[src/rtl/tt_pipe_alu_if.sv]
// Handshake/bus bundle for tt_pipe_alu: operand input side and result output side.
interface tt_pipe_alu_if #(
   parameter int unsigned WIDTH   = 8,
   parameter int unsigned COUNT_W = 8
);
   logic               in_valid;
   logic               in_ready;
   logic [WIDTH-1:0]   in_a;
   logic [WIDTH-1:0]   in_b;
   logic [1:0]         in_mode;
   logic               acc_clr;
   logic               out_valid;
   logic               out_ready;
   logic [WIDTH-1:0]   out_data;
   logic               out_flag;
   logic [COUNT_W-1:0] out_count;

   // Producer/consumer side driving operands and accepting results.
   modport master (
      output in_valid, in_a, in_b, in_mode, acc_clr, out_ready,
      input  in_ready, out_valid, out_data, out_flag, out_count
   );

   // The arithmetic unit itself.
   modport slave (
      input  in_valid, in_a, in_b, in_mode, acc_clr, out_ready,
      output in_ready, out_valid, out_data, out_flag, out_count
   );
endinterface

[src/rtl/tt_pipe_alu.sv]
// Two-stage pipelined ALU: stage 1 captures operands, stage 2 computes and
// holds the result. Valid/ready on both sides, persistent accumulator and a
// wrapping count of completed output transfers.
module tt_pipe_alu #(
   parameter int unsigned WIDTH   = 8,
   parameter int unsigned COUNT_W = 8
) (
   input  logic          clk,
   input  logic          rst,
   tt_pipe_alu_if.slave  bus
);

   typedef enum logic [1:0] {
      MODE_ADD    = 2'b00,
      MODE_SUB    = 2'b01,
      MODE_SATADD = 2'b10,
      MODE_ACC    = 2'b11
   } mode_e;

   logic               r_s1_valid;
   logic [WIDTH-1:0]   r_s1_a;
   logic [WIDTH-1:0]   r_s1_b;
   mode_e              r_s1_mode;

   logic               r_s2_valid;
   logic [WIDTH-1:0]   r_out_data;
   logic               r_out_flag;
   logic [WIDTH-1:0]   r_acc;
   logic [COUNT_W-1:0] r_count;

   logic               w_s2_adv;
   logic               w_s1_adv;
   logic               w_s2_load;
   logic               w_out_xfer;
   logic [WIDTH-1:0]   w_acc_base;
   logic [WIDTH:0]     w_add;
   logic [WIDTH:0]     w_sub;
   logic [WIDTH:0]     w_acc_sum;
   logic [WIDTH-1:0]   w_res_data;
   logic               w_res_flag;

   // Stall chain: a stage advances when it is empty or its successor advances.
   assign w_s2_adv   = !r_s2_valid || bus.out_ready;
   assign w_s1_adv   = !r_s1_valid || w_s2_adv;
   assign w_s2_load  = w_s2_adv && r_s1_valid;
   assign w_out_xfer = r_s2_valid && bus.out_ready;

   assign bus.in_ready  = w_s1_adv && !rst;
   assign bus.out_valid = r_s2_valid;
   assign bus.out_data  = r_out_data;
   assign bus.out_flag  = r_out_flag;
   assign bus.out_count = r_count;

   // Stage-2 arithmetic on WIDTH+1 bits; a clear on the loading edge zeroes the accumulator operand.
   always_comb begin
      w_acc_base = bus.acc_clr ? '0 : r_acc;
      w_add      = {1'b0, r_s1_a} + {1'b0, r_s1_b};
      w_sub      = {1'b0, r_s1_a} - {1'b0, r_s1_b};
      w_acc_sum  = {1'b0, w_acc_base} + {1'b0, r_s1_a};
      w_res_data = w_add[WIDTH-1:0];
      w_res_flag = w_add[WIDTH];
      unique case (r_s1_mode)
         MODE_ADD: begin
            w_res_data = w_add[WIDTH-1:0];
            w_res_flag = w_add[WIDTH];
         end
         MODE_SUB: begin
            w_res_data = w_sub[WIDTH-1:0];
            w_res_flag = w_sub[WIDTH];
         end
         MODE_SATADD: begin
            w_res_flag = w_add[WIDTH];
            w_res_data = w_add[WIDTH] ? '1 : w_add[WIDTH-1:0];
         end
         MODE_ACC: begin
            w_res_data = w_acc_sum[WIDTH-1:0];
            w_res_flag = w_acc_sum[WIDTH];
         end
         default: ;
      endcase
   end

   // Stage 1: capture operands whenever the stage can advance; holds while stalled.
   always_ff @(posedge clk or posedge rst) begin
      if (rst) begin
         r_s1_valid <= 1'b0;
         r_s1_a     <= '0;
         r_s1_b     <= '0;
         r_s1_mode  <= MODE_ADD;
      end else if (w_s1_adv) begin
         r_s1_valid <= bus.in_valid;
         if (bus.in_valid) begin
            r_s1_a    <= bus.in_a;
            r_s1_b    <= bus.in_b;
            r_s1_mode <= mode_e'(bus.in_mode);
         end
      end
   end

   // Stage 2: register result and flag; data only changes when a real op loads.
   always_ff @(posedge clk or posedge rst) begin
      if (rst) begin
         r_s2_valid <= 1'b0;
         r_out_data <= '0;
         r_out_flag <= 1'b0;
      end else if (w_s2_adv) begin
         r_s2_valid <= r_s1_valid;
         if (r_s1_valid) begin
            r_out_data <= w_res_data;
            r_out_flag <= w_res_flag;
         end
      end
   end

   // Accumulator: an ACC op loading stage 2 takes priority (its sum already includes any clear).
   always_ff @(posedge clk or posedge rst) begin
      if (rst) begin
         r_acc <= '0;
      end else if (w_s2_load && (r_s1_mode == MODE_ACC)) begin
         r_acc <= w_res_data;
      end else if (bus.acc_clr) begin
         r_acc <= '0;
      end
   end

   // Completed output transfer counter, wraps naturally.
   always_ff @(posedge clk or posedge rst) begin
      if (rst) begin
         r_count <= '0;
      end else if (w_out_xfer) begin
         r_count <= r_count + COUNT_W'(1);
      end
   end

endmodule

[src/flat_wrapper.sv]
// flat-port wrapper written by rule: the top's interface ports become plain ports
module tt_pipe_alu_flat 
#(
   parameter int unsigned WIDTH   = 8,
   parameter int unsigned COUNT_W = 8
)
  (clk, rst, bus_in_valid, bus_in_a, bus_in_b, bus_in_mode, bus_acc_clr, bus_out_ready, bus_in_ready, bus_out_valid, bus_out_data, bus_out_flag, bus_out_count);
  tt_pipe_alu_if #(.WIDTH(WIDTH), .COUNT_W(COUNT_W)) bus_i ();
  input  logic clk;
  input  logic rst;
  input wire logic [$bits(bus_i.in_valid)-1:0] bus_in_valid;
  input wire logic [$bits(bus_i.in_a)-1:0] bus_in_a;
  input wire logic [$bits(bus_i.in_b)-1:0] bus_in_b;
  input wire logic [$bits(bus_i.in_mode)-1:0] bus_in_mode;
  input wire logic [$bits(bus_i.acc_clr)-1:0] bus_acc_clr;
  input wire logic [$bits(bus_i.out_ready)-1:0] bus_out_ready;
  output wire logic [$bits(bus_i.in_ready)-1:0] bus_in_ready;
  output wire logic [$bits(bus_i.out_valid)-1:0] bus_out_valid;
  output wire logic [$bits(bus_i.out_data)-1:0] bus_out_data;
  output wire logic [$bits(bus_i.out_flag)-1:0] bus_out_flag;
  output wire logic [$bits(bus_i.out_count)-1:0] bus_out_count;
  assign bus_i.in_valid = bus_in_valid;
  assign bus_i.in_a = bus_in_a;
  assign bus_i.in_b = bus_in_b;
  assign bus_i.in_mode = bus_in_mode;
  assign bus_i.acc_clr = bus_acc_clr;
  assign bus_i.out_ready = bus_out_ready;
  assign bus_in_ready = bus_i.in_ready;
  assign bus_out_valid = bus_i.out_valid;
  assign bus_out_data = bus_i.out_data;
  assign bus_out_flag = bus_i.out_flag;
  assign bus_out_count = bus_i.out_count;
  tt_pipe_alu #(.WIDTH(WIDTH), .COUNT_W(COUNT_W)) u_core (.clk(clk), .rst(rst), .bus(bus_i));
endmodule
[config.mk]
export PLATFORM = sky130hd
export DESIGN_NAME = tt_pipe_alu_flat
export DESIGN_NICKNAME = d
export VERILOG_FILES = /design/src/rtl/tt_pipe_alu_if.sv /design/src/rtl/tt_pipe_alu.sv /design/src/flat_wrapper.sv
export SDC_FILE = /design/constraint.sdc
export NUM_CORES = 1
export LEC_CHECK = 0
export ABC_CLOCK_PERIOD_IN_PS = 4700
export CAP_MARGIN = 20
export CORE_ASPECT_RATIO = 2
export CORE_MARGIN = 1.5
export CORE_UTILIZATION = 59
export DETAILED_ROUTE_END_ITERATION = 6
export GPL_TIMING_DRIVEN = 1
export PLACE_DENSITY = 0.92
export REMOVE_ABC_BUFFERS = 1
export SLEW_MARGIN = 20
export SYNTH_ARGS = -nofsm -noshare
export SYNTH_HDL_FRONTEND = slang
export SYNTH_SLANG_ARGS = --single-unit
[constraint.sdc]
create_clock -name clk -period 4.7 [get_ports clk]
set_input_delay 0.94 -clock clk [delete_from_list [all_inputs] [get_ports clk]]
set_output_delay 0.94 -clock clk [all_outputs]
set_load 0.01 [all_outputs]
Word-level counts from Yosys, hierarchy flattened
Index checks and enable logic that the tools add are counted.
{"block": "totals", "n_memories": 0, "input_bits": 23, "latchBits": 0, "wordCells": 34, "register_bits": 45, "mem_bits_ro": 0, "output_inout_bits": 19, "mem_bits_rw": 0}
{"block": "op_classes", "mul": 0, "bitwise_logic": 0, "n_reduce_logical": 13, "eq_ne": 3, "mux": 5, "n_div": 0, "shift": 0, "addsub": 4, "n_lt_le_gt_ge": 0}
{"op": "$pmux 8 s4", "count": 1}
{"op": "$mux 8", "count": 3}
{"op": "$add 8x8->9", "count": 2}
{"op": "$sub 8x8->9", "count": 1}
{"op": "$add 8x1->8 const B", "count": 1}
{"op": "$eq 2x2->1 const B", "count": 2}
{"op": "$logic_and 1x1->1", "count": 4}
{"op": "$reduce_and 2->1", "count": 2}
{"op": "$logic_not 1->1", "count": 3}
{"op": "$pmux 1 s3", "count": 1}
{"op": "$eq 2x1->1 const B", "count": 1}
{"op": "$logic_not 2->1", "count": 1}
{"op": "$logic_or 1x1->1", "count": 2}
{"op": "$reduce_or 2->1", "count": 1}

Longest topological paths before layout
{"block": "depth", "ltp_word": 5, "mapped_depth": 11, "ltp_nobuf": 11}

Worst setup path after synthesis
OpenSTA, ideal clock, no wires.
{"block": "synth_path", "path_type": "input to register", "start": "input bus_acc_clr", "end": "register u_core.r_acc[6]", "path_buffers": 0, "path_slack_ns": 1.913, "arrival_ns": 2.657, "setup_time_ns": 0.131, "path_stages": 11, "required_ns": 4.569, "cell_sequence": "nor2b_1 -> ha_1 -> inv_1 -> fa_1 -> nor2b_1 -> o31ai_1 -> a21oi_1 -> xnor2_1 -> nor2_1 -> a311oi_2 -> o21ai_1"}
{"block": "synth_via", "elab_chain_cells": 4}
{"item": "start, declared", "line_no": "flat_wrapper.sv:15", "source": "input wire logic [$bits(bus_i.acc_clr)-1:0] bus_acc_clr;"}
{"item": "$mux 8 (*)"}
{"item": "$add 8x8->9", "line_no": "tt_pipe_alu.sv:59", "source": "w_acc_sum = {1'b0, w_acc_base} + {1'b0, r_s1_a};"}
{"item": "$pmux 8 s4", "line_no": "tt_pipe_alu.sv:62", "source": "unique case (r_s1_mode)"}
{"item": "$mux 8 (*)", "line_no": "tt_pipe_alu.sv:119", "source": "end else if (w_s2_load && (r_s1_mode == MODE_ACC)) begin"}
{"item": "end signal, assigned", "line_no": "tt_pipe_alu.sv:120", "source": "r_acc <= w_res_data;"}
{"item": "end, declared", "line_no": "tt_pipe_alu.sv:28", "source": "logic [WIDTH-1:0] r_acc;"}
Every way passes the cells marked *; elsewhere a longest branch is shown, timed or not.
A chain may end at the register's enable or synchronous reset.

Worst setup path in the final report
{"block": "layout_path", "start": "input bus_acc_clr", "end": "register u_core.r_out_data[7], in the netlist u_core.bus.out_data[7]"}
{"block": "layout_via", "elab_chain_cells": 3}
{"item": "$mux 8"}
{"item": "$add 8x8->9", "line_no": "tt_pipe_alu.sv:59"}
{"item": "$pmux 8 s4", "line_no": "tt_pipe_alu.sv:62"}
{"item": "end signal, assigned", "line_no": "tt_pipe_alu.sv:109", "source": "r_out_data <= w_res_data;"}
{"item": "end, declared", "line_no": "tt_pipe_alu.sv:26", "source": "logic [WIDTH-1:0] r_out_data;"}
No other way between the ends.

==> summary.txt <==
Worst Path Arrival: 3.70 ns
Worst-Skew Late Latency: 0.31 ns
RD Place Congestion: 0.910
Clock power frac: 21.9%
Dpl hpwl: 5130 um
Max-cap violations: 0
Drt pass-1 iters: 4
Slew HR: 51.6%
Via count: 2381
Post-synthesis cell type count: 50
Wire per inst: 16.7 um
Yosys warning total: 0
Largest net degree at the start of global routing: 46
Root Buffer: clkbuf_8
Io pins: 42
Reg clk slew, reported paths: 0.09 ns
Number of diodes: 0
Vias in the first global route: 2493
Most frequent cells in the layout: dfrtp_1, clkdlybuf4s50_1, ha_1, nand2_1, mux2_2
Slowest cell on the critical path: clkdlybuf4s50_1
Skew final: 0.00753 ns
RSZ-0062 raised after global routing: false
Die Span Y: 103 um
Final WL: 6630 um
Fmax: 289 MHz
Max incr delay on CP: 0.65 ns
DR vias/cell: 6.01
Worst-path cell chain: clkdlybuf4s50_1 > nand2b_1 > inv_1 > ha_1 > a211oi_1 > nor2_1 > a311oi_1 > xnor2_1 > a21oi_1 > a41o_1 > a31oi_1
Buffers added on ports: 41
Combinational power share: 43.0%
Post-CTS setup buffer count: 0
Mapped Avg Cell Area: 9.92 um^2
Worst VDD drop: 337 uV
Total Routing Usage GR: 27.5%
Period utilisation layout: 73.7%
Seq/Total Area, Yosys: 38.2%
Worst-path maximum fanout: 8
Post-synth ARST share: 100%
Leak Pwr: 0.00161 uW
Reg2Reg Depth: 9
Pwr dens: 453 nW/um^2
Post-synth EDFFs: 0
Total grt overflow: 0
WS Path Type: input pin to register
CTS tree: yes
Flop pwr share: 35.1%
Slew Limit Fails: 0
Reg area: 1130 um^2
First-pass GRT wire length: 10800 um
CP Buf/Inv Count: 2
Row Count: 36
Register bit total from synthesis: 45
Hold_buf cts: 0
Synthesized area: 2950 um^2
Initial DRC count: 40
Die area: 5450 um^2
Worst-margin pin slew: 0.725 ns
Clock Sinks: 45
Worst min path class: register to register
Finished Cell Area: 3530 um^2
Area share of the largest cell type after synthesis: 38.2%
Final-layout fill cell count: 341
Minimum clock period: 3.47 ns
Synth top area cells: dfrtp_1, ha_1, mux2_2
Initial antenna violation count: 0
CTS Buffer Depth: 2
DRC Markers: 0
Status: completed
Final hold viol count: 0
Cell internal pwr: 1030 uW
Die W: 53.0 um
Psw: 564 uW
Worst path depth: 11
Area of the multi-input gates: 1700 um^2
CP startpoint kind: input pin
Setup TNS Final: 0 ns
Sw frac: 35.3%
Post-DRT Antenna Nets: 0
Commonest non-fill, non-tap cell in the layout: dfrtp_1
Hold depth: 1
Area delta synth->final: 19.7%
Final Net Count: 389
Worst path required time: 4.94 ns
Synth area leader: dfrtp_1
Top FF cell, synth: dfrtp_1
Core area: 4820 um^2
Critical path endpoint category: register
Share of cells above drive strength 1: 11.2%
Cells after synthesis: 297
CP delay by family, top: compound AO/OA/AOI/OAI gates
Placed Area: 3390 um^2
Initial cell density of the core: 61.1%
Cts repair resizes: 0
CTS buffer count: 5
Setup-failing EPs final: 0
H-tree Lvls: 2
worst paths after layout:
check                                    endpoint                   start  slack, ns
setup / recovery           u_core.bus.out_data[7]             bus_acc_clr       1.23
hold / removal             u_core.bus.out_data[1]  u_core.bus.out_data[1]       0.49
hold reg to reg            u_core.bus.out_data[1]  u_core.bus.out_data[1]       0.49
max in group asynchronous        u_core.r_s1_a[0]                     rst       3.23
min in group asynchronous    u_core.bus.out_valid                     rst       1.09
setup reg to reg           u_core.bus.out_data[1]        u_core.r_s1_a[0]       1.93
metrics by stage:
stage	power [uW]	utilization (%)	cells	hold WS, ns	setup slack (ns)
after CTS	1600	73.2	396	0.492	1.24
after detailed placement	1250	70.4	388	0.473	0.952
final	1600	73.2	396	0.486	1.23
after global routing	1700	73.2	396	0.514	1.03
after floorplan	995	-	289	0.494	1.91
after global placement	1220	70.4	388	0.458	1.02
sequential cells by signal (all words and copies together), names as in the netlist:
register	count
u_core.r_s1_valid	1
u_core.bus.out_data	8
u_core.bus.out_count	8
u_core.bus.out_flag	1
u_core.bus.out_valid	1
u_core.r_acc	8
u_core.r_s1_a	8
u_core.r_s1_mode	2
u_core.r_s1_b	8
synthesized netlist by cell type (all sizes together), types with 4 or more instances:
cell	count
dfrtp	45
ha	25
nand2	23
mux2	22
o21ai	20
inv	19
nor2	18
a21oi	14
nor2b	13
xnor2	12
a21o	7
xor2	7
and3	6
nand2b	6
a211oi	5
buf	5
nand3	5
nor3	5
a311oi	4
worst register-to-register path, stage by stage (launching register included):
cell and delay (ns):
dfrtp_1 0.42, ha_1 0.21, inv_1 0.06, fa_1 0.40
o21ba_1 0.24, o41ai_2 0.48, a211o_1 0.34, nand2_1 0.14
a311oi_1 0.31, a21o_1 0.12
power by group through the flow:
stage	sequential [uW]	clock, uW	combinational (uW)
floorplan	578	0	417
global placement	563	0	657
detailed placement	569	0	678
CTS	561	353	685
global route	574	369	755
finish	561	349	686
kinds of logic (layout without fill, tap and decap cells):
kind of cell,count (synthesis),after routing,synth area share [%]
flops,45,45,38.2
mux,23,23,8.75
simple gates,82,82,13.6
fa+ha+maj,28,28,12.7
xor+xnor,19,19,5.65
buf+inv,28,70,3.99
compound gates,72,72,17.1
area by class of cell:
type                    instances  share of cell area [%]
flip-flops and latches         45                    31.9
multi-input cells             224                    48.3
well taps                      57                    2.02
inverters                      20                    2.13
repair buffers                 42                    11.9
clock buffers                   5                    1.95
clock inverters                 3                    1.85
layer usage:
metal / track usage (%) / wire (um)
met5: 0 / 0
met4: 16.0 / 277
met3: 5.36 / 243
met2: 52.8 / 3780
met1: 25.0 / 2330
Note: power is estimated with default switching activity, not from simulation.
==> RTL change: new RTL, same flow settings <==
`COUNT_W` is set to 8 in 3 places; all go to 6.
--- a/src/rtl/tt_pipe_alu_if.sv
+++ b/src/rtl/tt_pipe_alu_if.sv
@@ -2,5 +2,5 @@
 interface tt_pipe_alu_if #(
    parameter int unsigned WIDTH   = 8,
-   parameter int unsigned COUNT_W = 8
+   parameter int unsigned COUNT_W = 6
 );
    logic               in_valid;
--- a/src/rtl/tt_pipe_alu.sv
+++ b/src/rtl/tt_pipe_alu.sv
@@ -4,5 +4,5 @@
 module tt_pipe_alu #(
    parameter int unsigned WIDTH   = 8,
-   parameter int unsigned COUNT_W = 8
+   parameter int unsigned COUNT_W = 6
 ) (
    input  logic          clk,
--- a/src/flat_wrapper.sv
+++ b/src/flat_wrapper.sv
@@ -3,5 +3,5 @@
 #(
    parameter int unsigned WIDTH   = 8,
-   parameter int unsigned COUNT_W = 8
+   parameter int unsigned COUNT_W = 6
 )
   (clk, rst, bus_in_valid, bus_in_a, bus_in_b, bus_in_mode, bus_acc_clr, bus_out_ready, bus_in_ready, bus_out_valid, bus_out_data, bus_out_flag, bus_out_count);
Interface: changed (resized bus_out_count); port bits go from 42 to 40. No check against the original RTL was run, so the function may have changed too.
==> RTL change against the original RTL <==
Synthesized area increased by 5.8%; design area grew 3.2%; maximum frequency is 3.5% higher; combinational power grew 8.6%; clock power down 13%; clock skew grew 0.0077 ns; sequential cell count down 2; die area is 5.6% higher; routed wire length increased by 15%; worst setup slack better by 0.12 ns; total power increased by 0.53%; core utilization down 1.7 points; register-to-register slack improved by 0.16 ns; critical endpoint is now u_core.bus.out_data[6]; largest cell class unchanged; highest routed layer unchanged.
==> RTL change: results (changes against the original RTL) <==
cpLargestDelayFamily: "compound AO/OA/AOI/OAI gates"
met2_length_microns: 4240  # +12%
drt_wl_total_microns: 7620  # +15%
tightestPinTransition_ns: 0.810  # +0.0855 ns
min_to: "u_core.bus.out_count[5]"
yosysUniqueCellTypes: 60  # +20%
max-vdd-ir-drop_mv: 0.376  # +11%
num_vias: 2663  # +12%
slowest_delay_ns: 0.59  # -0.06 ns
reg2reg_depth: 8  # -1
synth_compound_area_frac: 0.187  # +0.0159
grt_pass1_wl_microns: 12700  # +17%
async_reset_ff_frac: 1.00  # unchanged
portBuffers: 39  # -4.9%
grt_pass1_vias: 2754  # +10%
grtUsageMet2: 0.521  # -0.00723
synth_xor_xnor_area_share: 0.0309  # -0.0256
worstHoldStart: "u_core.bus.out_count[5]"
routabilityCongestion: 0.909  # about the same
grt_use_total: 0.303  # +0.0284
synth-seq-area-share: 0.345  # -0.0371
fin_crit_sh: 0.712  # -0.0250
outcome: "completed"
cts_buffers: 5  # unchanged
synthMuxAreaShare: 0.0931  # +0.00562
grt_max_degree: 44  # -4.3%
power.leakage_uw: 0.00160  # -0.87%
drt_iter0_markers: 98  # +150%
drive_gt1_frac: 0.127  # +0.0146
wl_met3_microns: 321  # +32%
switching_share: 0.376  # +0.0223
nNetsFinal: 413  # +6.2%
synth_area_leaders: "dfrtp_1 (35%), ha_1 (10%), mux2_2 (8.7%), nor2b_1 (3.2%), o21ai_0 (2.9%)"
dp_hpwl_microns: 5730  # +12%
h-tree-depth: 2  # unchanged
r2r_end: "u_core.bus.out_data[2]"
clock_skew_ns: 0.0152  # +0.00767 ns
setup_viol: 0  # unchanged
use_met3: 0.0510  # -0.00263
ys_top_cells_by_count: "dfrtp_1 (43), ha_1 (25), mux2_2 (24), nor2_1 (24), nand2_1 (23)"
synthAdderAreaFrac: 0.120  # -0.00696
rrSetupSlack_ns: 2.09  # +0.16 ns
gr-usage-met1: 0.333  # +0.0832
==> RTL change: metrics by stage <==
step | setup WS, ns | instances | total power [uW] | area, sq um | hold slack, ns
2_1_floorplan | 2.00 | 315 | 1020 | 3050 | 0.493
3_3_place_gp | 1.19 | 413 | 1260 | 3520 | 0.464
3_5_place_dp | 1.07 | 413 | 1290 | 3520 | 0.470
4_1_cts | 1.39 | 421 | 1600 | 3640 | 0.491
5_1_grt | 1.13 | 421 | 1700 | 3640 | 0.504
6_report | 1.35 | 421 | 1610 | 3640 | 0.487
==> RTL change: final cells by class <==
type,count,area [sq um]
fillers,390,1450
well taps,58,72.6
flip-flops and latches,43,1080
inverters,19,71.3
clock buffers,6,82.6
multi-input cells,253,1900
clock inverters,2,35.0
repair buffers,40,398
==> RTL change: worst max path at each step <==
| stage | start | end | slack [ns] | depth (start not counted) |
|---|---|---|---|---|
| 2_1_floorplan | bus_acc_clr | u_core.bus.out_data[6] | 2.00 | 10 |
| 3_5_place_dp | bus_acc_clr | u_core.r_acc[6] | 1.07 | 11 |
| 4_1_cts | bus_acc_clr | u_core.bus.out_data[6] | 1.39 | 11 |
| 6_report | bus_acc_clr | u_core.bus.out_data[6] | 1.35 | 11 |
| 3_3_place_gp | bus_acc_clr | u_core.bus.out_data[6] | 1.19 | 11 |
| 5_1_grt | bus_acc_clr | u_core.r_acc[6] | 1.13 | 11 |
==> RTL change: power groups by stage <==
stage / sequential [uW] / combinational, uW / clock [uW]
finish: 554 / 745 / 305
global route: 567 / 810 / 324
CTS: 554 / 742 / 310
detailed placement: 559 / 732 / 0
global placement: 556 / 709 / 0
floorplan: 564 / 452 / 0
